**config.mk**
```make
export PLATFORM = sky130hd
export DESIGN_NAME = exp4_sensor_dist
export DESIGN_NICKNAME = d
export VERILOG_FILES = /design/src/rtl/exp4_sensor_dist.sv
export SDC_FILE = /design/constraint.sdc
export NUM_CORES = 1
export LEC_CHECK = 0
export ABC_AREA = 0
export CORE_AREA = 2 2 114 83
export CTS_CLUSTER_SIZE = 20
export DETAILED_ROUTE_END_ITERATION = 6
export DIE_AREA = 0 0 116 85
export PLACE_DENSITY_LB_ADDON = 0.3
export SLEW_MARGIN = 10
export SYNTH_ARGS = -nofsm -noshare
export SYNTH_HDL_FRONTEND = slang
export SYNTH_SLANG_ARGS = --single-unit
export TNS_END_PERCENT = 50
```
**constraint.sdc**
```tcl
create_clock -name clock -period 1.8 [get_ports clock]
set_input_delay 0.18 -clock clock [delete_from_list [all_inputs] [get_ports clock]]
set_output_delay 0.18 -clock clock [all_outputs]
set_load 0.005 [all_outputs]
```
**src/rtl/exp4_sensor_dist.sv**
```systemverilog
// HC-SR04 range finder: trigger pulse, echo timing, rounded cm count, BCD and 7-segment outputs.
// Optional echo watchdog and erro state are built in when ECHO_TIMEOUT_EN is defined.
//
// state          | meaning
// inicial        | idle, waiting for a medir rising edge
// preparacao     | clear remainder/accumulator, load trigger timer
// envia_trigger  | trigger high for TRIGGER_CYCLES clocks
// espera_echo    | waiting for echo high (counts if already high)
// medida         | counting clocks while echo is high
// armazenamento  | round and load medida
// final_medida   | pronto pulse
// erro           | watchdog expired, medida = 999 (ECHO_TIMEOUT_EN only)
module exp4_sensor_dist #(
    parameter int unsigned TRIGGER_CYCLES = 500,
    parameter int unsigned CM_CYCLES      = 2941,
    parameter int unsigned HALF_CM_CYCLES = 1470,
    parameter int unsigned TIMEOUT_CYCLES = 2_500_000
) (
    input  logic        clock,
    input  logic        reset,
    input  logic        medir,
    input  logic        echo,
    output logic [11:0] medida,
    output logic        trigger,
    output logic [6:0]  hex0,
    output logic [6:0]  hex1,
    output logic [6:0]  hex2,
    output logic        pronto,
    output logic        db_medir,
    output logic        db_echo,
    output logic        db_trigger,
    output logic [6:0]  db_estado
);

    localparam int TW = (TRIGGER_CYCLES > 1) ? $clog2(TRIGGER_CYCLES) : 1;
    localparam int RW = (CM_CYCLES > 1) ? $clog2(CM_CYCLES) : 1;
    localparam logic [TW-1:0] TRIG_LAST = TW'(TRIGGER_CYCLES - 1);
    localparam logic [RW-1:0] CM_LAST   = RW'(CM_CYCLES - 1);
    localparam logic [RW-1:0] HALF      = RW'(HALF_CM_CYCLES);

    if (TRIGGER_CYCLES < 1 || CM_CYCLES < 2 || HALF_CM_CYCLES >= CM_CYCLES
        || TIMEOUT_CYCLES < 1) begin : g_param_check
        $error("exp4_sensor_dist: inconsistent timing parameters");
    end

    typedef enum logic [3:0] {
        INICIAL       = 4'h0,
        PREPARACAO    = 4'h1,
        ENVIA_TRIGGER = 4'h2,
        ESPERA_ECHO   = 4'h3,
        MEDIDA        = 4'h4,
        ARMAZENAMENTO = 4'h5,
`ifdef ECHO_TIMEOUT_EN
        ERRO          = 4'hE,
`endif
        FINAL_MEDIDA  = 4'hF
    } state_t;

    state_t        state, state_next;
    logic          medir_q;
    logic          start;
    logic [TW-1:0] trig_cnt;
    logic [RW-1:0] rem_cnt;
    logic [11:0]   acc;

`ifdef ECHO_TIMEOUT_EN
    localparam int WW = (TIMEOUT_CYCLES > 1) ? $clog2(TIMEOUT_CYCLES) : 1;
    localparam logic [WW-1:0] WDOG_LAST = WW'(TIMEOUT_CYCLES - 1);
    logic [WW-1:0] wdog_cnt;
`endif

    // BCD +1 with the carry chain stopping at 999
    function automatic logic [11:0] bcd_inc(input logic [11:0] v);
        logic [11:0] r;
        r = v;
        if (v != 12'h999) begin
            if (v[3:0] != 4'd9) begin
                r[3:0] = v[3:0] + 4'd1;
            end else begin
                r[3:0] = 4'd0;
                if (v[7:4] != 4'd9) begin
                    r[7:4] = v[7:4] + 4'd1;
                end else begin
                    r[7:4]  = 4'd0;
                    r[11:8] = v[11:8] + 4'd1;
                end
            end
        end
        return r;
    endfunction

    // active-low, gfedcba
    function automatic logic [6:0] seg7(input logic [3:0] d);
        logic [6:0] s;
        case (d)
            4'h0:    s = 7'b1000000;
            4'h1:    s = 7'b1111001;
            4'h2:    s = 7'b0100100;
            4'h3:    s = 7'b0110000;
            4'h4:    s = 7'b0011001;
            4'h5:    s = 7'b0010010;
            4'h6:    s = 7'b0000010;
            4'h7:    s = 7'b1111000;
            4'h8:    s = 7'b0000000;
            4'h9:    s = 7'b0010000;
            4'hA:    s = 7'b0001000;
            4'hB:    s = 7'b0000011;
            4'hC:    s = 7'b1000110;
            4'hD:    s = 7'b0100001;
            4'hE:    s = 7'b0000110;
            default: s = 7'b0001110;
        endcase
        return s;
    endfunction

    assign start = medir & ~medir_q;

    always_ff @(posedge clock or posedge reset) begin
        if (reset) begin
            state <= INICIAL;
        end else begin
            state <= state_next;
        end
    end

    always_comb begin
        state_next = state;
        trigger    = (state == ENVIA_TRIGGER);
        pronto     = (state == FINAL_MEDIDA);
`ifdef ECHO_TIMEOUT_EN
        if (state == ERRO) pronto = 1'b1;
`endif
        case (state)
            INICIAL:       if (start) state_next = PREPARACAO;
            PREPARACAO:    state_next = ENVIA_TRIGGER;
            ENVIA_TRIGGER: if (trig_cnt == '0) state_next = ESPERA_ECHO;
            ESPERA_ECHO: begin
                if (echo) state_next = MEDIDA;
`ifdef ECHO_TIMEOUT_EN
                if (wdog_cnt == '0) state_next = ERRO;
`endif
            end
            MEDIDA: begin
                if (!echo) state_next = ARMAZENAMENTO;
`ifdef ECHO_TIMEOUT_EN
                if (wdog_cnt == '0) state_next = ERRO;
`endif
            end
            ARMAZENAMENTO: state_next = FINAL_MEDIDA;
            default:       state_next = INICIAL;
        endcase
    end

    always_ff @(posedge clock or posedge reset) begin
        if (reset) begin
            medir_q  <= 1'b0;
            trig_cnt <= '0;
            rem_cnt  <= '0;
            acc      <= 12'h000;
            medida   <= 12'h000;
`ifdef ECHO_TIMEOUT_EN
            wdog_cnt <= '0;
`endif
        end else begin
            medir_q <= medir;
            case (state)
                PREPARACAO: begin
                    trig_cnt <= TRIG_LAST;
                    rem_cnt  <= '0;
                    acc      <= 12'h000;
`ifdef ECHO_TIMEOUT_EN
                    wdog_cnt <= WDOG_LAST;
`endif
                end
                ENVIA_TRIGGER: begin
                    if (trig_cnt != '0) trig_cnt <= trig_cnt - TW'(1);
                end
                ESPERA_ECHO, MEDIDA: begin
`ifdef ECHO_TIMEOUT_EN
                    // loaded here so the error code is already visible while pronto is high
                    if (wdog_cnt == '0) medida <= 12'h999;
                    else                wdog_cnt <= wdog_cnt - WW'(1);
`endif
                    if (echo) begin
                        if (rem_cnt == CM_LAST) begin
                            rem_cnt <= '0;
                            acc     <= bcd_inc(acc);
                        end else begin
                            rem_cnt <= rem_cnt + RW'(1);
                        end
                    end
                end
                ARMAZENAMENTO: begin
                    medida <= (rem_cnt >= HALF) ? bcd_inc(acc) : acc;
                end
                default: ;
            endcase
        end
    end

    assign hex0       = seg7(medida[3:0]);
    assign hex1       = seg7(medida[7:4]);
    assign hex2       = seg7(medida[11:8]);
    assign db_medir   = medir;
    assign db_echo    = echo;
    assign db_trigger = trigger;
    assign db_estado  = seg7(state);

endmodule

```
* Yosys cells after proc, flatten, opt, wreduce, memory -nomap -nowiden
Memories as Yosys holds them, arrays and structs flattened.
Index checks and enable logic that the tools add are counted.
** Word-level totals
- Register bits :: 50
- Memory bits (read-only) :: 448
- Output and inout port bits :: 45
- Word-level logic and storage cells :: 64
- Memories kept :: 4
** Memory list
- (name not given) :: depth 16, bits a word 7, read ports 1, clocked after Yosys merged registers in 0, write ports 0, RTL line 95 : case (d)
- (name not given) :: depth 16, bits a word 7, read ports 1, clocked after Yosys merged registers in 0, write ports 0, RTL line 95
- (name not given) :: depth 16, bits a word 7, read ports 1, clocked after Yosys merged registers in 0, write ports 0, RTL line 95
- (name not given) :: depth 16, bits a word 7, read ports 1, clocked after Yosys merged registers in 0, write ports 0, RTL line 95
** Cells by class
- Add/subtract/negate cells :: 5
- Magnitude comparators :: 1
- Eq/ne operators :: 17
- Muxes and demuxes :: 19
- Bitwise logic cells :: 2
- Reductions and logical operators :: 10
** Operators with widths (count)
- 12-bit 2-to-1 mux :: 6
- 12-bit one-hot mux with 2 select lines :: 2
- 4-bit 2-to-1 mux :: 7
- 4-bit one-hot mux with 6 select lines :: 1
- 9-bit one-hot mux with 2 select lines :: 1
- 12-bit by 1-bit adder with 12-bit output (second input constant) :: 1
- 4-bit by 1-bit adder with 4-bit output (second input constant) :: 3
- 12-bit == test (second input constant) :: 1
- 12-bit by 11-bit greater-or-equal comparator with 1-bit output (second input constant) :: 1
- 12-bit inequality test (second input constant) :: 1
- 2-bit inequality test (second input constant) :: 5
- 9-bit logical NOT :: 1
- 9-bit 2-to-1 mux :: 1
- 9-bit nonzero test :: 1
- 9-bit by 1-bit subtractor with 9-bit output (second input constant) :: 1
- 4-bit by 2-bit == test with 1-bit output (second input constant) :: 2
- 4-bit by 3-bit == test with 1-bit output (second input constant) :: 2
- 8-bit 2-to-1 mux :: 1
- 4-bit inequality test (second input constant) :: 2
- 4-bit by 1-bit == test with 1-bit output (second input constant) :: 1
- 4-bit == test (second input constant) :: 1
- 4-bit logical NOT :: 1
- 2-bit by 1-bit inequality test with 1-bit output (second input constant) :: 2
- 2-bit AND reduction :: 2
- 6 further kinds :: 7

* Longest topological paths before layout
Gate-level depths: netlist of the first run.
- Word-level depth :: 7
- Mapped depth :: 9
- Mapped depth without buffers :: 7

* Worst setup path before layout of the first run
Ideal clock, no wire load.
- Path kind :: reg2reg
- Start :: register trig_cnt[0]
- End :: register state[0]
- Data arrival time :: 1.754 ns
- Data required time :: 1.675 ns
- Slack :: -0.080 ns
- Cell stages (with the launch flop) :: 7
- Buffers on the path :: 0
- Cell sequence :: dfrtp_1 inv_1 ha_1 or4b_4 o21ai_4 o21ai_4 mux2_4
** Between the ends
- Word-level cells in the longest chain between the ends :: 3
** Ends and longest elaborated chain
- from (decl) :: RTL line 62 : logic [TW-1:0] trig_cnt;
- from (signal assigned) :: RTL line 176 : if (trig_cnt != '0) trig_cnt <= trig_cnt - TW'(1);
- 9-bit logical NOT :: RTL line 136 : ENVIA_TRIGGER: if (trig_cnt == '0) state_next = ESPERA_ECHO;
- 2-bit by 1-bit inequality test with 1-bit output (no line)
- 4-bit AND reduction (no line)
- to (signal assigned) :: RTL line 122 : state <= state_next;
- to (decl) :: RTL line 59 : state_t state, state_next;
Every way passes these cells.
A chain may end at the register's enable or synchronous reset.

* Worst setup path in the final report of the first run
- Start :: register medida[0]
- End :: output hex0[3]
** Between the ends
- Word-level cells in the longest chain between the ends :: 1
** Ends and longest elaborated chain
- from (decl) :: RTL line 23 : output logic [11:0] medida,
- from (signal assigned) :: RTL line 194 : medida <= (rem_cnt >= HALF) ? bcd_inc(acc) : acc;
- memory read 16 x 7 bit
- to (decl) :: RTL line 25 : output logic [6:0] hex0,
Every way passes these cells.

==> results of run 1 <==
worst min-delay path: stages:
cell	delay (ps)
clkdlybuf4s50_1	410
inv_2	70
buf_12	260
worst max path at each step:
stage,to,cells past startpoint,slack (ps),from
after floorplan,state[0],6,-50,trig_cnt[0]
after global placement,hex1[0],6,-150,medida[5]
after detailed placement,hex0[0],6,-220,medida[1]
after CTS,hex2[0],6,-220,medida[9]
after global routing,rem_cnt[3],8,-280,state[1]
final,hex0[3],6,-210,medida[0]
cells by family after synthesis:
kind of cell / count (synthesis) / share of synthesized area [%]
compound gates: 119 / 20.1
flops: 50 / 32.3
fa+ha+maj: 28 / 9.03
mux: 19 / 6.32
xor+xnor: 10 / 2.26
buf+inv: 50 / 6.06
simple gates: 169 / 23.9
state kept, by name (all words and copies together) (netlist names):
| name | count |
|---|---|
| rem_cnt | 12 |
| state | 4 |
| trig_cnt | 9 |
| medir_q | 1 |
| medida | 12 |
| acc | 12 |
timing repair:
| action | 4_1_cts | 5_1_grt |
|---|---|---|
| endpoints found under the setup margin | 72 | 72 |
| buffers inserted | 21 | 29 |
| pin swaps | 13 | 31 |
| hold buffers | 0 | 0 |
| gates resized for setup | 150 | 113 |
cells in the final DEF (no fill, tap or decap), types with 4 or more instances in the layout:
| master | Yosys | routed |
|---|---|---|
| ha_1 | 28 | 8 |
| inv_1 | 25 | 12 |
| clkdlybuf4s50_1 | 0 | 17 |
| and3_1 | 8 | 8 |
| buf_6 | 2 | 31 |
| ha_2 | 0 | 5 |
| nand4_1 | 5 | 5 |
| xnor2_1 | 7 | 7 |
| a22o_1 | 7 | 7 |
| o22ai_1 | 4 | 4 |
| clkbuf_16 | 0 | 5 |
| nor2b_1 | 8 | 6 |
| a21oi_2 | 1 | 9 |
| buf_2 | 8 | 17 |
| a31o_2 | 4 | 4 |
| mux2i_1 | 14 | 14 |
| ha_4 | 0 | 15 |
| nor3_2 | 2 | 5 |
| buf_4 | 3 | 116 |
| a31oi_1 | 10 | 10 |
| nand3_1 | 11 | 8 |
| dfrtp_1 | 50 | 46 |
| o21ai_0 | 28 | 17 |
| nor2_1 | 38 | 34 |
| dfrtp_2 | 0 | 4 |
| o21ai_1 | 7 | 16 |
| or3_1 | 7 | 6 |
| inv_2 | 0 | 9 |
| a21oi_1 | 32 | 21 |
| nand2b_1 | 9 | 6 |
| clkbuf_2 | 0 | 10 |
| a21o_1 | 4 | 4 |
| nand2_1 | 47 | 38 |
| nand2_2 | 2 | 9 |
routing by layer:
metal / share of wire (%) / wire (µm) / up-vias
met1: 44 / 5600 / 2024
met4: 2.2 / 275 / 0
met3: 6.4 / 813 / 28
met2: 48 / 6060 / 170
met5: 0 / 0 / -
li1: - / - / 1945
per-stage QoR:
step | area, µm² | utilization (%)
after floorplan | 3890 | -
after global placement | 5170 | 58.9
after detailed placement | 5170 | 58.9
after CTS | 5710 | 65.0
after global routing | 6220 | 70.8
final | 6220 | 70.8
power by group:
group / internal (µW) / leakage, µW / switching [µW] / total [µW]
registers: 1260 / 0.000645 / 138 / 1400
logic: 2440 / 0.00199 / 2180 / 4620
clock network: 835 / 0.0000971 / 450 / 1290
total: 4540 / 0.00273 / 2770 / 7300
final cells by class:
type,count,area [µm²],area share (%)
Clock buffer,6,139,2.23
Tap cell,124,155,2.49
Sequential cell,50,1260,20.2
Clock inverter,2,60.1,0.965
Timing Repair Buffer,198,1620,26.0
Inverter,25,111,1.79
Multi-Input combinational cell,345,2880,46.3
==> run_results.csv, run 1 <==
group,metric,value,unit
run_status,status,"finished, violations left",
run_status,failed_checks,"setup timing",
critical_path,critPathArrivalTime,1830,ps
global_routing,met2_usage,36.9,%
routing,drt_first_pass_iters,5,
finish,antennaDiodeCount,0,
sta,timing.fmax,498,MHz
critical_path,cp_top_family,"multiplexers",
logic_synthesis,yosysSeqAreaShare,32.3,%
routing,drtAntennaViolNets,0,
logic_synthesis,ys_ff_latch,50,
logic_synthesis,syn_nets,477,
logic_synthesis,synth_cell_types,66,
critical_path,cp-start-kind,"register",
logic_synthesis,synth_most_common_cell,"dfrtp_1",
logic_synthesis,synth_area_leaders,"dfrtp_1, ha_1, nand2_1",
sta,grt_setup_unrepaired,"yes",
global_routing,grt_use_met1,32.9,%
critical_path,crit_path_max_fanout,4,
finish,fin_cells,750,
die,die_width,116,µm
global_routing,grt_max_degree,51,
die,core,0.00878,mm²
critical_path,cp_slowest_cell,"mux4_2",
logic_synthesis,synth.largest_area_cell,"dfrtp_1",
finish,final_net_count,657,
placed_design,placed_cells,696,
clocking,clock_path_buffers,2,
die,io_pins,49,
sta,period_minus_slack,2010,ps
logic_synthesis,synthArstFlopShare,100,%
critical_path,ff2ff_setup_slack,-210,ps
clocking,cts_tree,"built",
global_routing,use_met3,3.79,%
logic_synthesis,synth_commonest_cells,"dfrtp_1, nand2_1, nor2_1",
logic_synthesis,avgSynthCellArea,8.72,µm²
critical_path,max_stage_delay,450,ps
sta,final.setup.worst_slack,-210,ps
global_routing,grt_use_total,23.2,%
sta,hold_slack,236,ps
global_routing,antenna_found_initial,0,
placed_design,port_buffers,48,
sta,setup_tns,-4260,ps
die,die_h,85,µm
die,die-area,0.00986,mm²
sta,setup-violations-final,44,
clocking,cts_buffers,5,
logic_synthesis,syn-cell-area,0.00388,mm²
routing,drt_iter0_markers,439,
min_path,min_path_type,"input port to asynchronous set/reset pin",
power,finalPower,7300,µW
global_routing,globalRoute.busiestLayer,"met2",
routing,via_per_inst,5.56,
power,vdd_drop_max,0.863,mV
die,rows,29,
power,pwr_density_cell,1170,mW/mm²
finish,fillCellCount,623,
routing,wl,12.7,mm
logic_synthesis,synth_top_cell_area_share,32.3,%
critical_path,critPathKind,"register to output port",
clocking,clk_pin_slew,70,ps
sta,max-slew-margin-rel,67.8,%
placed_design,place_ws,-219,ps
routing,drc,0,
critical_path,path_cells,"inv_2 -> buf_6 -> ha_4 -> inv_4 -> mux4_2 -> buf_2",
logic_synthesis,synth_edf_count,0,
clocking,clockRootBuffer,"clkbuf_16",
die,initial_core_util,44.2,%
global_routing,grt_pass1_vias,3851,
clocking,numClockSinks,50,
placed_design,gp_congestion,0.916,
critical_path,worst_r2r_endpoint,"rem_cnt[3]",
critical_path,cp-end-kind,"output port",
logic_synthesis,synth_cells,445,
power,p_leak,0.00273,µW
sta,drv_slew,0,
critical_path,required,1620,ps
clocking,htree_levels,2,
clocking,clk_latency,300,ps
finish,drive_gt1_share,48.1,%
placed_design,post-dp-hpwl,7.53,mm
critical_path,cp.buffers_inverters,4,
global_routing,overflow,0,
sta,fin_skew,6.43,ps
critical_path,ff2ff_path_depth,8,
sta,max_slew.worst_pin.slew,483,ps
finish,area_growth,60.4,%
sta,finalCritPeriodShare,112,%
logic_synthesis,yosysWarningCount,0,
job,cap_viol_max_count,0,
logic_synthesis,synthFlopType,"dfrtp_1",
routing,vias,4167,
routing,post_drt_wl_per_cell,17.0,µm
critical_path,r2r_start,"state[1]",
global_routing,grt_pass1_wl,18.5,mm
sta,finalHoldViolations,0,
(Power assumes the default switching activity.)
==> run 2: changes to the inputs <==
CTS_CLUSTER_SIZE = 12   (was 20)
SLEW_MARGIN = default   (was 10)
==> results of run 2 <==
No change in the layout: final DEF, timing and power equal those of run 1.
==> run 3: changes to the inputs <==
TNS_END_PERCENT = 10   (was 50)
==> run 3 against run 2 <==
  * The run still ends with setup timing left
  * Clock skew about the same
  * Clock power is 16% lower
  * Fmax is 0.42% lower
  * Worst hold slack got worse by 58 ps
  * Count of clock-buffer cells in the layout stayed put
  * Largest cell class unchanged
  * Largest power group unchanged
==> run_results.csv, run 3 (synthesis gave the netlist of run 1 again) <==
group,metric,value,unit
die,initial_core_util,44.2,%
finish,area_growth,49.5,%
finish,mostFrequentLayoutCell,"buf_4",
placed_design,dpl_cell_area,0.00521,mm²
routing,wl,10.9,mm
die,die_width,116,µm
critical_path,critPathArrivalTime,1840,ps
finish,drive_gt1_share,40.2,%
placed_design,gp_congestion,0.899,
routing,drtAntennaViolNets,0,
global_routing,grt_use_total,21.2,%
global_routing,grt_max_degree,21,
routing,drt_iter0_markers,255,
routing,vias,3946,
critical_path,required,1620,ps
clocking,hold_buffers,0,
run_status,failed_checks,"setup timing",
critical_path,cp_slowest_cell,"clkdlybuf4s50_1",
die,core,0.00878,mm²
sta,timing.fmax,495,MHz
sta,period_minus_slack,2020,ps
clocking,clockRootBuffer,"clkbuf_16",
finish,antennaDiodeCount,0,
die,io_pins,49,
finish,final_net_count,629,
sta,hold_slack,178,ps
routing,drt_first_pass_iters,5,
global_routing,antenna_found_initial,0,
finish,final_area,0.00580,mm²
min_path,min_path_type,"input port to asynchronous set/reset pin",
critical_path,cp-start-kind,"register",
power,vdd_drop_max,0.977,mV
run_status,status,"finished, violations left",
power,finalPower,6490,µW
sta,max_slew.worst_pin.slew,434,ps
finish,reg_top3,"acc x12, medida x12, rem_cnt x12",
sta,finalCritPeriodShare,112,%
sta,final.setup.worst_slack,-218,ps
critical_path,path_cells,"buf_4 -> ha_1 -> nand2_1 -> o21ai_0 -> o21ai_0 -> clkdlybuf4s50_1",
power,p_leak,0.00259,µW
clocking,cts_buffers,5,
sta,drv_slew,0,
sta,setup-violations-final,29,
finish,seq_area,0.00126,mm²
routing,post_drt_wl_per_cell,15.0,µm
sta,fin_skew,6.13,ps
placed_design,port_buffers,48,
global_routing,grt_pass1_wl,17.0,mm
job,cap_viol_max_count,0,
routing,via_per_inst,5.47,
clocking,clk_pin_slew,70,ps
finish,layout_common_cells,"buf_4, dfrtp_1, nand2_1, nor2_1, a21oi_1",
clocking,htree_levels,2,
placed_design,post-dp-hpwl,7.36,mm
routing,drc,0,
die,die-area,0.00986,mm²
sta,finalHoldViolations,0,
clocking,cts_tree,"built",
clocking,clock_path_buffers,2,
global_routing,overflow,0,
power,pwr_density_cell,1120,mW/mm²
critical_path,cp_common_cell,"o21ai_0",
sta,max-slew-margin-rel,71.0,%
critical_path,cp-end-kind,"output port",
die,die_h,85,µm
critical_path,critPathKind,"register to output port",
critical_path,max_stage_delay,530,ps
sta,grt_setup_unrepaired,"yes",
clocking,numClockSinks,50,
finish,fillCellCount,705,
finish,multi_input_area,0.00269,mm²
die,rows,29,
global_routing,grt_pass1_vias,3617,
critical_path,crit_path_max_fanout,6,
clocking,clk_latency,290,ps
==> run 3: area by class of cell <==
type	instances	share of cell area, %
well taps	124	2.68
flip-flops and latches	50	21.7
clock inverters	1	0.518
clock buffers	6	2.40
inverters	25	1.75
repair buffers	170	24.6
multi-input cells	345	46.4
==> run 3: worst max-delay path, delay by kind of cell (launching register included) <==
family / cells / cell delay (ps)
flops: 1 / 390
simple gates: 1 / 60
buf+inv: 2 / 690
compound gates: 2 / 240
fa+ha+maj: 1 / 180
==> run 3: worst paths after layout <==
kind | from | endpoint | slack (ps) | depth (start not counted)
max | medida[9] | hex2[4] | -220 | 6
min | reset | rem_cnt[3] | 180 | 2
max reg2reg | state[0] | rem_cnt[3] | -150 | 8
min reg2reg | trig_cnt[7] | trig_cnt[7] | 530 | 1
max in group asynchronous | reset | medida[4] | 1130 | 3
min in group clock | medir | medir_q | 370 | 1
==> run 3: per-stage QoR <==
stage	util, %	setup TNS [ps]	std cells	setup slack (ps)
after global placement	59.3	-1210	699	-143
after floorplan	-	-145	445	-49.5
final	66.0	-2340	721	-218
after CTS	63.9	-3350	717	-261
after global routing	66.0	-4870	721	-326
after detailed placement	59.3	-2890	699	-208
==> run 3: per-layer routing <==
metal | vias up | part of all wire (%) | track usage [%] | wire (µm)
met2 | 113 | 48 | 35.1 | 5200
li1 | 1893 | - | - | -
met1 | 1930 | 46 | 29.5 | 5020
met5 | - | 0 | 0 | 0
met3 | 10 | 5.1 | 3.57 | 557
met4 | 0 | 0.66 | 4.22 | 72
==> run 3: power breakdown <==
part	switching (µW)	internal [µW]
Clock	405	686
Sequential	147	1260
Combinational	1880	2110
Total	2430	4060
==> run 3: repair_timing <==
action,CTS,global route
gates cloned,0,0
gates resized for setup,101,80
setup buffers,11,4
pin swaps,5,17
endpoints found under the setup margin,68,72
